`src/rtl/ahb_mem_bridge_pkg.sv`:
```
// Shared AHB-Lite constants, FSM state encoding and small helpers for ahb_mem_bridge.
// Only a 32-bit data path is supported, so the helpers are fixed at 32 bits.
package ahb_mem_bridge_pkg;

  localparam logic [1:0] HTRANS_IDLE   = 2'b00;
  localparam logic [1:0] HTRANS_NONSEQ = 2'b10;
  localparam logic [2:0] HBURST_SINGLE = 3'b000;

  localparam logic [2:0] HSIZE_BYTE = 3'b000;
  localparam logic [2:0] HSIZE_HALF = 3'b001;
  localparam logic [2:0] HSIZE_WORD = 3'b010;

  localparam logic [3:0] HPROT_IF_DEFAULT = 4'b0010;
  localparam logic [3:0] HPROT_DM_DEFAULT = 4'b0011;

  typedef enum logic [1:0] {
    ST_IDLE = 2'd0,
    ST_ADDR = 2'd1,
    ST_DATA = 2'd2,
    ST_ERR  = 2'd3
  } state_e;

  // Size 3 is not a legal data access size, so it always counts as misaligned.
  function automatic logic is_misaligned(input logic [1:0] size, input logic [1:0] addr_lo);
    case (size)
      2'd0:    return 1'b0;
      2'd1:    return addr_lo[0];
      2'd2:    return (addr_lo != 2'b00);
      default: return 1'b1;
    endcase
  endfunction

  function automatic logic [31:0] lane_replicate(input logic [1:0] size, input logic [31:0] wdata);
    case (size)
      2'd0:    return {4{wdata[7:0]}};
      2'd1:    return {2{wdata[15:0]}};
      default: return wdata;
    endcase
  endfunction

endpackage

```
`src/rtl/ahb_mem_bridge_arb.sv`:
```
// Two-way fetch/data request arbiter with a priority pointer.
// Build option ARB_ROUND_ROBIN_EN alternates priority; otherwise data always wins.
module ahb_req_arb
  import ahb_mem_bridge_pkg::*;
(
  input  logic clk,
  input  logic reset_n,
  input  logic i_en,
  input  logic i_req_if,
  input  logic i_req_dm,
  output logic o_grant_if,
  output logic o_grant_dm,
  output logic o_sel_dm
);

  logic r_prio_dm;
  logic w_sel_dm;

  always_ff @(posedge clk or negedge reset_n) begin
    if (!reset_n) begin
      r_prio_dm <= 1'b1;
`ifdef ARB_ROUND_ROBIN_EN
    end else if (i_en && (i_req_if || i_req_dm)) begin
      // Every grant, misaligned ones included, hands priority to the other side.
      r_prio_dm <= ~w_sel_dm;
`else
    end else begin
      r_prio_dm <= 1'b1;
`endif
    end
  end

  assign w_sel_dm   = i_req_dm & (~i_req_if | r_prio_dm);
  assign o_sel_dm   = w_sel_dm;
  assign o_grant_dm = i_en & w_sel_dm;
  assign o_grant_if = i_en & i_req_if & ~w_sel_dm;

endmodule

```
`src/rtl/ahb_mem_bridge.sv`:
```
// Single-master AHB-Lite bridge serving the IF and MEM stages, one SINGLE transfer at a time.
// Optional build macro ARB_ROUND_ROBIN_EN selects round-robin arbitration (see ahb_req_arb).
module ahb_mem_bridge
  import ahb_mem_bridge_pkg::*;
#(
  parameter int         ADDR_W   = 32,
  parameter int         DATA_W   = 32,
  parameter logic [3:0] HPROT_IF = HPROT_IF_DEFAULT,
  parameter logic [3:0] HPROT_DM = HPROT_DM_DEFAULT
) (
  input  logic              clk,
  input  logic              reset_n,
  input  logic              if_req,
  input  logic [ADDR_W-1:0] if_addr,
  input  logic              if_flush,
  output logic              if_gnt,
  output logic              if_rvalid,
  output logic [DATA_W-1:0] if_rdata,
  output logic              if_err,
  input  logic              dm_req,
  input  logic              dm_we,
  input  logic [1:0]        dm_size,
  input  logic [ADDR_W-1:0] dm_addr,
  input  logic [DATA_W-1:0] dm_wdata,
  output logic              dm_gnt,
  output logic              dm_rvalid,
  output logic [DATA_W-1:0] dm_rdata,
  output logic              dm_err,
  output logic              busy,
  output logic [ADDR_W-1:0] HADDR,
  output logic [2:0]        HBURST,
  output logic              HMASTLOCK,
  output logic [3:0]        HPROT,
  output logic [2:0]        HSIZE,
  output logic [1:0]        HTRANS,
  output logic [DATA_W-1:0] HWDATA,
  output logic              HWRITE,
  input  logic [DATA_W-1:0] HRDATA,
  input  logic              HREADY,
  input  logic              HRESP
);

  state_e            r_state, w_state_nxt;
  logic              r_owner_dm, r_flush;
  logic [DATA_W-1:0] r_wdata, r_hwdata;
  logic [ADDR_W-1:0] r_haddr;
  logic [2:0]        r_hsize;
  logic [3:0]        r_hprot;
  logic [1:0]        r_htrans;
  logic              r_hwrite;
  logic              r_if_rvalid, r_if_err, r_dm_rvalid, r_dm_err;
  logic [DATA_W-1:0] r_if_rdata, r_dm_rdata;

  logic w_arb_en, w_grant_if, w_grant_dm, w_sel_dm;
  logic w_dm_mis, w_mis_gnt, w_launch, w_done, w_done_err, w_if_outstanding;

  // Grants are combinational, so they are also gated while reset is held.
  assign w_arb_en = (r_state == ST_IDLE) & reset_n;

  ahb_req_arb u_arb (
    .clk        (clk),
    .reset_n    (reset_n),
    .i_en       (w_arb_en),
    .i_req_if   (if_req),
    .i_req_dm   (dm_req),
    .o_grant_if (w_grant_if),
    .o_grant_dm (w_grant_dm),
    .o_sel_dm   (w_sel_dm)
  );

  assign w_dm_mis         = is_misaligned(dm_size, dm_addr[1:0]);
  assign w_mis_gnt        = w_grant_dm & w_dm_mis;
  assign w_launch         = w_grant_if | (w_grant_dm & ~w_dm_mis);
  assign w_if_outstanding = (r_state != ST_IDLE) & ~r_owner_dm;

  // NOTE: state registers use non-blocking assignments so every flop samples pre-edge values.
  always_ff @(posedge clk or negedge reset_n) begin
    if (!reset_n) r_state <= ST_IDLE;
    else          r_state <= w_state_nxt;
  end

  // NOTE: every always_comb output gets a default first, so no path can infer a latch.
  always_comb begin
    w_state_nxt = r_state;
    w_done      = 1'b0;
    w_done_err  = 1'b0;
    unique case (r_state)
      ST_IDLE: if (w_launch) w_state_nxt = ST_ADDR;
      ST_ADDR: if (HREADY) w_state_nxt = ST_DATA;
      ST_DATA: begin
        if (HRESP && !HREADY) begin
          w_state_nxt = ST_ERR;
        end else if (HREADY) begin
          // HRESP with HREADY already high breaks the two-cycle rule; finish as an error.
          w_done      = 1'b1;
          w_done_err  = HRESP;
          w_state_nxt = ST_IDLE;
        end
      end
      ST_ERR: begin
        if (HREADY) begin
          w_done      = 1'b1;
          w_done_err  = 1'b1;
          w_state_nxt = ST_IDLE;
        end
      end
      default: w_state_nxt = ST_IDLE;
    endcase
  end

  always_ff @(posedge clk or negedge reset_n) begin
    if (!reset_n) begin
      r_htrans   <= HTRANS_IDLE;
      r_haddr    <= '0;
      r_hwrite   <= 1'b0;
      r_hsize    <= 3'b000;
      r_hprot    <= 4'b0000;
      r_hwdata   <= '0;
      r_wdata    <= '0;
      r_owner_dm <= 1'b0;
    end else if (w_launch) begin
      r_htrans   <= HTRANS_NONSEQ;
      r_haddr    <= w_sel_dm ? dm_addr : if_addr;
      r_hwrite   <= w_sel_dm & dm_we;
      r_hsize    <= w_sel_dm ? {1'b0, dm_size} : HSIZE_WORD;
      r_hprot    <= w_sel_dm ? HPROT_DM : HPROT_IF;
      r_wdata    <= (w_sel_dm && dm_we) ? dm_wdata : '0;
      r_owner_dm <= w_sel_dm;
    end else if (r_state == ST_ADDR && HREADY) begin
      r_htrans <= HTRANS_IDLE;
      r_hwdata <= lane_replicate(r_hsize[1:0], r_wdata);
    end
  end

  // A flush seen on the completion cycle itself must suppress that response too.
  always_ff @(posedge clk or negedge reset_n) begin
    if (!reset_n)    r_flush <= 1'b0;
    else if (w_done) r_flush <= 1'b0;
    else if (if_flush && (w_grant_if || w_if_outstanding)) r_flush <= 1'b1;
  end

  always_ff @(posedge clk or negedge reset_n) begin
    if (!reset_n) begin
      r_if_rvalid <= 1'b0;
      r_if_err    <= 1'b0;
      r_if_rdata  <= '0;
      r_dm_rvalid <= 1'b0;
      r_dm_err    <= 1'b0;
      r_dm_rdata  <= '0;
    end else begin
      r_if_rvalid <= 1'b0;
      r_if_err    <= 1'b0;
      r_if_rdata  <= '0;
      r_dm_rvalid <= 1'b0;
      r_dm_err    <= 1'b0;
      r_dm_rdata  <= '0;
      if (w_mis_gnt) begin
        r_dm_rvalid <= 1'b1;
        r_dm_err    <= 1'b1;
      end else if (w_done && r_owner_dm) begin
        r_dm_rvalid <= 1'b1;
        r_dm_err    <= w_done_err;
        r_dm_rdata  <= (w_done_err || r_hwrite) ? '0 : HRDATA;
      end else if (w_done && !(r_flush || if_flush)) begin
        r_if_rvalid <= 1'b1;
        r_if_err    <= w_done_err;
        r_if_rdata  <= w_done_err ? '0 : HRDATA;
      end
    end
  end

  assign if_gnt    = w_grant_if;
  assign dm_gnt    = w_grant_dm;
  assign if_rvalid = r_if_rvalid;
  assign if_err    = r_if_err;
  assign if_rdata  = r_if_rdata;
  assign dm_rvalid = r_dm_rvalid;
  assign dm_err    = r_dm_err;
  assign dm_rdata  = r_dm_rdata;
  assign busy      = (r_state != ST_IDLE);
  assign HADDR     = r_haddr;
  assign HBURST    = HBURST_SINGLE;
  assign HMASTLOCK = 1'b0;
  assign HPROT     = r_hprot;
  assign HSIZE     = r_hsize;
  assign HTRANS    = r_htrans;
  assign HWDATA    = r_hwdata;
  assign HWRITE    = r_hwrite;

endmodule

```
`config.mk`:
```
export PLATFORM = sky130hd
export DESIGN_NAME = ahb_mem_bridge
export DESIGN_NICKNAME = d
export VERILOG_FILES = /design/src/rtl/ahb_mem_bridge_pkg.sv /design/src/rtl/ahb_mem_bridge_arb.sv /design/src/rtl/ahb_mem_bridge.sv
export SDC_FILE = /design/constraint.sdc
export NUM_CORES = 1
export LEC_CHECK = 0
export BUFFER_PORTS_ARGS = -buffer_cell sky130_fd_sc_hd__buf_4
export CORE_AREA = 2 2 90 178
export CTS_CLUSTER_SIZE = 16
export DETAILED_ROUTE_END_ITERATION = 16
export DIE_AREA = 0 0 92 180
export GPL_ROUTABILITY_DRIVEN = 0
export PLACE_DENSITY = 0.77
export SYNTH_ARGS = -nofsm -noshare
export SYNTH_HDL_FRONTEND = slang
export SYNTH_SLANG_ARGS = --single-unit
```
`constraint.sdc`:
```
create_clock -name clk -period 2.6 [get_ports clk]
set_input_delay 0.26 -clock clk [delete_from_list [all_inputs] [get_ports clk]]
set_output_delay 0.26 -clock clk [all_outputs]
set_load 0.05 [all_outputs]
```
# == Word-level counts from Yosys, hierarchy flattened ==
# Cells that the tools add are included.
# totals
reg_bits,178
input_bits,138
output_inout_bits,149
# classes
eq_ne,8
muxes,38
bitwise_logic,13
n_reduce_logical,20
# op_table
op,count
$mux W32,9
$pmux W32 S2,1
$mux W1,17
$mux W2,7
$and A1 B1 Y1,8
$pmux W2 S4,1
$reduce_bool A2 Y1,4
$eq A2 B1 Y1 const B,3
$eq A2 B2 Y1 const B,3
$logic_and A1 B1 Y1,6
$logic_not A2 Y1,3
$ne A2 B2 Y1 const B,2
$not A1 Y1,4
$pmux W1 S2,2
$reduce_and A2 Y1,2
$logic_or A1 B1 Y1,3
$pmux W1 S3,1
$logic_not A1 Y1,2
$or A1 B1 Y1,1

# == Longest topological paths before layout ==
# Gate-level depths: netlist of the first run.
# logic_depth
ltp_word,8
ltp_mapped,8
depth_no_buf,6

# == Modules after synthesis ==
# A second synthesis of the first run with hierarchy kept.
# hier_totals
hier_cells,562
hier_area_um2,7504.7
# modules_own_cells
mod,n_inst,cells_each,area_each_um2
ahb_mem_bridge,1,559,7480.9
ahb_req_arb,1,3,23.8

# == Worst setup path after synthesis of the first run ==
# OpenSTA, ideal clock, no wires.
# synth_path
path_kind,reg-to-reg
start,register r_state[1]
end,"register r_hwrite, in the netlist HWRITE"
arrival_time_ns,1.505
t_required_ns,2.470
slack_ns,0.965
path_stages_with_launch,9
synth_period_minus_slack_ns,1.635
path_cell_list,dfrtp_1 nor3b_2 nand2_1 inv_2 o21ai_2 buf_6 buf_2 nand3_1 o21ai_1
# synth_between
elab_chain_cells,5
# synth_lines
item,line,text
"start, declared",ahb_mem_bridge.sv:43,"state_e r_state, w_state_nxt;"
"start signal, assigned",ahb_mem_bridge.sv:79,else r_state <= w_state_nxt;
$logic_not A2 Y1,ahb_mem_bridge.sv:58,assign w_arb_en = (r_state == ST_IDLE) & reset_n;
$and A1 B1 Y1,ahb_mem_bridge.sv:58,
$and A1 B1 Y1,ahb_mem_bridge_arb.sv:35,assign o_grant_dm = i_en & w_sel_dm;
net dm_gnt,ahb_mem_bridge.sv:25,"output logic dm_gnt,"
$and A1 B1 Y1,ahb_mem_bridge.sv:73,assign w_launch = w_grant_if | (w_grant_dm & ~w_dm_mis);
$or A1 B1 Y1,ahb_mem_bridge.sv:73,
"end signal, assigned",ahb_mem_bridge.sv:124,r_hwrite <= w_sel_dm & dm_we;
"end, declared",ahb_mem_bridge.sv:50,logic r_hwrite;
# The timed path passes the listed nets, and every way through them passes these cells.
# A chain may end at the register's enable or synchronous reset.

# == Worst setup path after layout of the first run ==
# layout_path
start,register r_state[1]
end,output port if_gnt
# layout_between
elab_chain_cells,4
# layout_lines
item,line,text
$logic_not A2 Y1,ahb_mem_bridge.sv:58,
$and A1 B1 Y1,ahb_mem_bridge.sv:58,
$and A1 B1 Y1 (2 in series),ahb_mem_bridge_arb.sv:36,assign o_grant_if = i_en & i_req_if & ~w_sel_dm;
"end, declared",ahb_mem_bridge.sv:16,"output logic if_gnt,"
# No other way between the ends.

==> results of run 1 <==
## worst register-to-register path, cell delays in order (launching register included)
cell and delay [ns]:
sky130_fd_sc_hd__dfrtp_1 0.43, sky130_fd_sc_hd__nor3b_2 0.24, sky130_fd_sc_hd__nand2_1 0.13, sky130_fd_sc_hd__inv_2 0.13, sky130_fd_sc_hd__o21ai_4 0.24, sky130_fd_sc_hd__buf_12 0.30
sky130_fd_sc_hd__nand3_1 0.14, sky130_fd_sc_hd__o21ai_1 0.08
## per-layer routing
metal  GRT usage [%]  part of all wire, %  up-vias
li1                -                    -     2630
met1            25.7                   35     2599
met2            41.3                   54      233
met3            6.41                  6.7       38
met4            11.0                  3.6        0
met5               0                    0        -
## state kept, by name, indices dropped and copies added (netlist names)
signal	cells
HADDR	32
HWDATA	32
dm_rdata	32
if_rdata	32
r_wdata	32
HPROT	2
HSIZE	2
r_state	2
HTRANS	1
HWRITE	1
dm_err	1
dm_rvalid	1
if_err	1
if_rvalid	1
r_flush	1
## how the worst max path moves through the flow
stage / from / end / slack (ns) / depth (start not counted)
6_report: r_state[1] / if_gnt / 0.75 / 4
3_5_place_dp: dm_addr[0] / r_wdata[14] / 0.76 / 6
5_1_grt: r_state[1] / r_wdata[4] / 0.62 / 7
4_1_cts: r_state[1] / if_gnt / 0.74 / 4
3_3_place_gp: dm_addr[0] / r_wdata[21] / 0.81 / 6
2_1_floorplan: r_state[1] / HWRITE / 0.97 / 8
## through the flow
step / instance area, sq um / util [%]
after detailed placement: 9150 / 60.2
after CTS: 9760 / 64.2
after floorplan: 6990 / -
after global routing: 9760 / 64.2
after global placement: 9150 / 60.2
final: 9760 / 64.2
## Yosys cell counts
master / instances
sky130_fd_sc_hd__nand2_1: 62
sky130_fd_sc_hd__o22ai_1: 1
sky130_fd_sc_hd__a21oi_4: 1
sky130_fd_sc_hd__nand3_1: 68
sky130_fd_sc_hd__or2_2: 1
sky130_fd_sc_hd__buf_6: 1
sky130_fd_sc_hd__o21ai_2: 1
sky130_fd_sc_hd__nand3b_1: 1
sky130_fd_sc_hd__and2_1: 32
sky130_fd_sc_hd__inv_2: 2
sky130_fd_sc_hd__a21boi_0: 1
sky130_fd_sc_hd__o21ai_1: 66
sky130_fd_sc_hd__nor2b_1: 1
sky130_fd_sc_hd__o31ai_1: 1
sky130_fd_sc_hd__nor3_1: 1
sky130_fd_sc_hd__nor2_2: 1
sky130_fd_sc_hd__dfrtp_1: 173
sky130_fd_sc_hd__a21oi_1: 10
sky130_fd_sc_hd__and4bb_2: 1
sky130_fd_sc_hd__o21ai_0: 26
sky130_fd_sc_hd__mux2_2: 8
sky130_fd_sc_hd__mux2i_1: 56
sky130_fd_sc_hd__o211ai_1: 1
sky130_fd_sc_hd__nor4_4: 1
sky130_fd_sc_hd__buf_4: 9
sky130_fd_sc_hd__clkbuf_1: 22
sky130_fd_sc_hd__nor2_1: 13
sky130_fd_sc_hd__and3_1: 32
sky130_fd_sc_hd__buf_2: 25
sky130_fd_sc_hd__conb_1: 1
sky130_fd_sc_hd__nor3b_2: 1
sky130_fd_sc_hd__inv_1: 5
sky130_fd_sc_hd__nand2b_1: 1
## power breakdown
part,internal (mW),switching (mW),total (mW)
clock network,1.53,1.04,2.57
logic,1.27,2.93,4.20
registers,3.33,0.467,3.79
## final cells by class
class | count | area (sq um)
multi-input combinational | 396 | 2370
inverter | 7 | 26.3
timing repair buffer | 287 | 2180
fill | 1233 | 5450
clock buffer | 21 | 480
tap | 198 | 248
sequential | 173 | 4330
clock inverter | 11 | 130
## cell families after synthesis
family          share of synthesized area [%]
simple gates                             15.9
buf+inv                                  4.49
other cells                            0.0538
compound gates                           8.10
flops                                    62.1
mux                                      9.34
==> impl_metrics.tcl, run 1 <==
set metrics [dict create \
    std_cell_rows 64 \
    detail_route.iter0.violations 252 \
    hold_path.class "primary input to asynchronous set/reset pin" \
    crit_chain "nor3b_2, nand3b_1, inv_2, buf_4" \
    routed-via-count 5500 \
    timing.critical_path.required_ns 2.34 \
    post_drt_wl_per_cell_um 17.5 \
    timing.final.hold_violations 1 \
    synthesis.area_per_instance_sq_um 11.1 \
    clockBufferDepth 2 \
    cp-end-kind "output port" \
    layout.nets 1020 \
    vias_in_the_first_global_route 5486 \
    die_w_um 92 \
    slowest_delay_ns 0.43 \
    clock_insertion_delay_worst_skew_ns 0.42 \
    timing.max_slew.rel_slack_pct 41.0 \
    netlist_top_cells_area "sky130_fd_sc_hd__dfrtp_1 (62%), sky130_fd_sc_hd__mux2i_1 (8.0%), sky130_fd_sc_hd__nand3_1 (4.9%)" \
    outcome "complete, but fails checks" \
    initial_core_util_pct 45.8 \
    floorplan.core_area_sq_um 15200 \
    worst_path_buf_inv 2 \
    port-buffer-count 278 \
    design_power_total_mw 10.6 \
    mostFrequentLayoutCell "sky130_fd_sc_hd__buf_4" \
    setup_tns_ns 0 \
    cts_root_buf "sky130_fd_sc_hd__clkbuf_16" \
    worst_reg_to_reg_cells 7 \
    timing_worst_setup_path_type "flop to output port" \
    drtPass1Iterations 4 \
    peakVddDrop_uv 666 \
    dp_hpwl_um 14200 \
    count_of_mapped_cells_out_of_synthesis 626 \
    path_clk_slew_ns 0.06 \
    cts_buffers 17 \
    synth.yosys.seq_area_share_pct 62.1 \
    synth_largest_area_cell "sky130_fd_sc_hd__dfrtp_1" \
    p_leak_nw 5.19 \
    fin_crit_ns 1.85 \
    ioPinCount 287 \
    rsz_0062_raised_after_global_routing "false" \
    post_synthesis_register_bit_count 173 \
    drt.antenna.violating_nets 0 \
    worstReg2RegEnd "r_wdata[14]" \
    ctsHtreeMaxLevel 4 \
    number_of_buffers_inserted_by_hold_repair_at_cts 0 \
    dp.cells 1061 \
    whs_ns -0.00597 \
    violations "hold timing" \
    cts_setup_buffers 0 \
    grt_max_degree 174 \
    ctsResizeCount 0 \
    mostFrequentLayoutCells "sky130_fd_sc_hd__buf_4 (284), sky130_fd_sc_hd__dfrtp_1 (173), sky130_fd_sc_hd__nand3_1 (67), sky130_fd_sc_hd__o21ai_1 (66), sky130_fd_sc_hd__nand2_1 (62)" \
    final-max-slew-violation-count 0 \
    post-route-drc-count 0 \
    power.density_cell_area_nw_per_um2 1080 \
    antenna-diode-count 0 \
    setup_viol 0 \
    finalCritPeriodShare_pct 71.3 \
    y_dimension_of_the_die_um 180 \
    r2r_slack_ns 0.79 \
    cts_tree "yes" \
    pre_cts_ws_ns 0.760 \
    die_area_sq_um 16600 \
    cp_max_fo 5 \
    synth_cell_types 33 \
    cpLargestDelayFamily "flip-flops" \
    yosysWarnings 0 \
    cp_slowest_cell "sky130_fd_sc_hd__dfrtp_1" \
    grt_antenna_before_repair 0 \
    critPathArrivalTime_ns 1.59 \
    cts.sinks 173 \
    globalRouteTotalUtil_pct 23.4 \
    worst_r2r_startpoint "r_state[1]" \
    worst_pin_slew_ns 0.885 \
    min_setup_slack_post_route_ns 0.746 \
    post_drt_via_cell_ratio 5.03 \
    route.final.wire_length_um 19100 \
    post_synth_instance_area_sq_um 6970 \
    startpoint_type "flop" \
    setup_skew_after_layout_ns 0.0102 \
    fin_cells 1093 \
    flow.area_growth_from_synthesis_pct 40.1 \
    timing.fmax_ghz 0.539 \
    cap_viol_max_count 0 \
    grt_overflow 0 \
    layout-drive-gt1-share_pct 37.8 \
    synth_largest_type_area_fraction_pct 62.1 \
    grt_pass1_wl_um 29900 \
]
Note: power is estimated with default switching activity, not from simulation.
==> run 2, diff against run 1 <==
--- a/config.mk
+++ b/config.mk
@@ -6,12 +6,12 @@
 export NUM_CORES = 1
 export LEC_CHECK = 0
 export BUFFER_PORTS_ARGS = -buffer_cell sky130_fd_sc_hd__buf_4
-export CORE_AREA = 2 2 90 178
+export CORE_AREA = 2 2 94 186
 export CTS_CLUSTER_SIZE = 16
 export DETAILED_ROUTE_END_ITERATION = 16
-export DIE_AREA = 0 0 92 180
+export DIE_AREA = 0 0 96 188
 export GPL_ROUTABILITY_DRIVEN = 0
-export PLACE_DENSITY = 0.77
+export PLACE_DENSITY = 0.74
 export SYNTH_ARGS = -nofsm -noshare
 export SYNTH_HDL_FRONTEND = slang
 export SYNTH_SLANG_ARGS = --single-unit
==> constraint.sdc (replaced) <==
create_clock -name clk -period 1.6 [get_ports clk]
set_input_delay 0.16 -clock clk [delete_from_list [all_inputs] [get_ports clk]]
set_output_delay 0.16 -clock clk [all_outputs]
set_load 0.05 [all_outputs]
==> run 2 against run 1 <==
The flow finishes with violations (setup timing). Largest power group unchanged. Cell count increased by 7.6%. Clock-buffer cell count decreased by 4. Critical path type unchanged. Highest routed layer unchanged. Critical path depth unchanged. Power increased by 69%.
==> impl_metrics.tcl, run 2 (synthesis results as in run 1) <==
set metrics [dict create \
    dp.cells 1081 \
    flow.area_growth_from_synthesis_pct 52.6 \
    cp_max_fo 2 \
    dp_hpwl_um 14700 \
    post_drt_wl_per_cell_um 18.3 \
    die_area_sq_um 18000 \
    initial_core_util_pct 41.8 \
    setup_viol 1 \
    cts_root_buf "sky130_fd_sc_hd__clkbuf_16" \
    fin_cells 1176 \
    grt_pass1_wl_um 32500 \
    critPathArrivalTime_ns 1.44 \
    fin_crit_ns 1.60 \
    layout-drive-gt1-share_pct 36.1 \
    drtPass1Iterations 4 \
    detail_route.iter0.violations 334 \
    finalCritPeriodShare_pct 100 \
    grt_util_met3_pct 5.22 \
    drt.antenna.violating_nets 0 \
    y_dimension_of_the_die_um 188 \
    timing.final.hold_violations 0 \
    final_core_util_pct 63.7 \
    setup_skew_after_layout_ns 0.0107 \
    timing.fmax_ghz 0.625 \
    p_leak_nw 5.55 \
    vias_in_the_first_global_route 6021 \
    routed-via-count 5853 \
    mostFrequentLayoutCells "sky130_fd_sc_hd__buf_4 (287), sky130_fd_sc_hd__dfrtp_1 (173), sky130_fd_sc_hd__nand3_1 (67), sky130_fd_sc_hd__o21ai_1 (66), sky130_fd_sc_hd__dlygate4sd3_1 (63)" \
    startpoint_type "flop" \
    final-max-slew-violation-count 0 \
    met1_usage_pct 26.1 \
    grt_antenna_before_repair 0 \
    clock_insertion_delay_worst_skew_ns 0.42 \
    placement.cell_area_sq_um 9310 \
    ctsHtreeMaxLevel 4 \
    floorplan.core_area_sq_um 16700 \
    min_setup_slack_post_route_ns -0.0000463 \
    cts.sinks 173 \
    cts_tree "yes" \
    timing.max_slew.rel_slack_pct 35.0 \
    timing.critical_path.required_ns 1.44 \
    setup_tns_ns -0.0000463 \
    power.density_cell_area_nw_per_um2 1680 \
    r2r_slack_ns 0.08 \
    grt_max_degree 174 \
    clockBufferDepth 2 \
    violations "setup timing" \
    finalInstanceArea_sq_um 10600 \
    path_clk_slew_ns 0.07 \
    grt-busiest-layer "met2" \
    groute.layer.met2.usage_pct 42.2 \
    grt_overflow 0 \
    cts_buffers 17 \
    whs_ns 0.0114 \
    ioPinCount 287 \
    hold_path.class "primary input to flop" \
    worst_pin_slew_ns 0.974 \
    mostFrequentLayoutCell "sky130_fd_sc_hd__buf_4" \
    die_w_um 96 \
    route.final.wire_length_um 21500 \
    outcome "complete, but fails checks" \
    cp-end-kind "output port" \
    std_cell_rows 67 \
    cap_viol_max_count 0 \
    timing_worst_setup_path_type "flop to output port" \
    port-buffer-count 278 \
    peakVddDrop_uv 1110 \
    rsz_0062_raised_after_global_routing "true" \
    layout.nets 1096 \
    antenna-diode-count 0 \
    post_drt_via_cell_ratio 4.98 \
    globalRouteTotalUtil_pct 23.8 \
    post-route-drc-count 0 \
]
## run 2: cell count changes in the layout (fill, tap and decap cells not counted), sizes merged
cell         previous run  this run
buf                   287       300
clkbuf                 21        17
bufinv                  2         5
clkinv                  4         3
dlygate4sd3             0        63
## run 2: path summary, 6_finish.rpt
check | start | to | cells past startpoint
min in group asynchronous | reset_n | HWDATA[16] | 3
min | if_addr[15] | HADDR[15] | 3
max | r_state[1] | if_gnt | 4
min reg2reg | HWDATA[25] | HWDATA[25] | 2
max reg2reg | r_state[1] | HADDR[0] | 7
max in group asynchronous | reset_n | HWRITE | 3
## run 2: where the power goes
group          leakage (nW)  internal, mW  switching (mW)  total (mW)
sequential             2.32          5.41           0.730        6.14
combinational          2.93          2.31            4.90        7.22
clock                 0.310          2.77            1.73        4.50
total                  5.55          10.5            7.37        17.9
## run 2: critical path, cell delays in order, from the launching register on
cell	delay, ns
sky130_fd_sc_hd__dfrtp_1	0.38
sky130_fd_sc_hd__nor3b_2	0.21
sky130_fd_sc_hd__nand3b_1	0.16
sky130_fd_sc_hd__inv_2	0.12
sky130_fd_sc_hd__buf_8	0.15
## run 2: layout make-up
class,count,area [sq um]
multi-input combinational,396,2380
fill,1303,6050
sequential,173,4330
clock inverter,13,211
inverter,7,28.8
timing repair buffer,363,3000
clock buffer,17,425
tap,207,259
## run 2: layer usage
layer,vias to the layer above,share of wire (%)
met5,-,0
met4,0,4.0
met3,42,5.9
met2,240,54
met1,2786,36
li1,2785,-
## run 2: per-stage QoR
step                      power [mW]  setup slack, ns
after global placement          13.2           0.0808
after detailed placement        13.3           0.0504
after global routing            18.6          -0.0688
final                           17.9       -0.0000463
after floorplan                 10.7          0.00121
after CTS                       17.9         -0.00193
## run 2: timing repair
action,CTS,global route
hold endpoints to repair,92,11
setup endpoints to repair,3,40
pin swaps,1,0
hold buffers,62,1
gates resized for setup,3,6
setup buffers,2,0
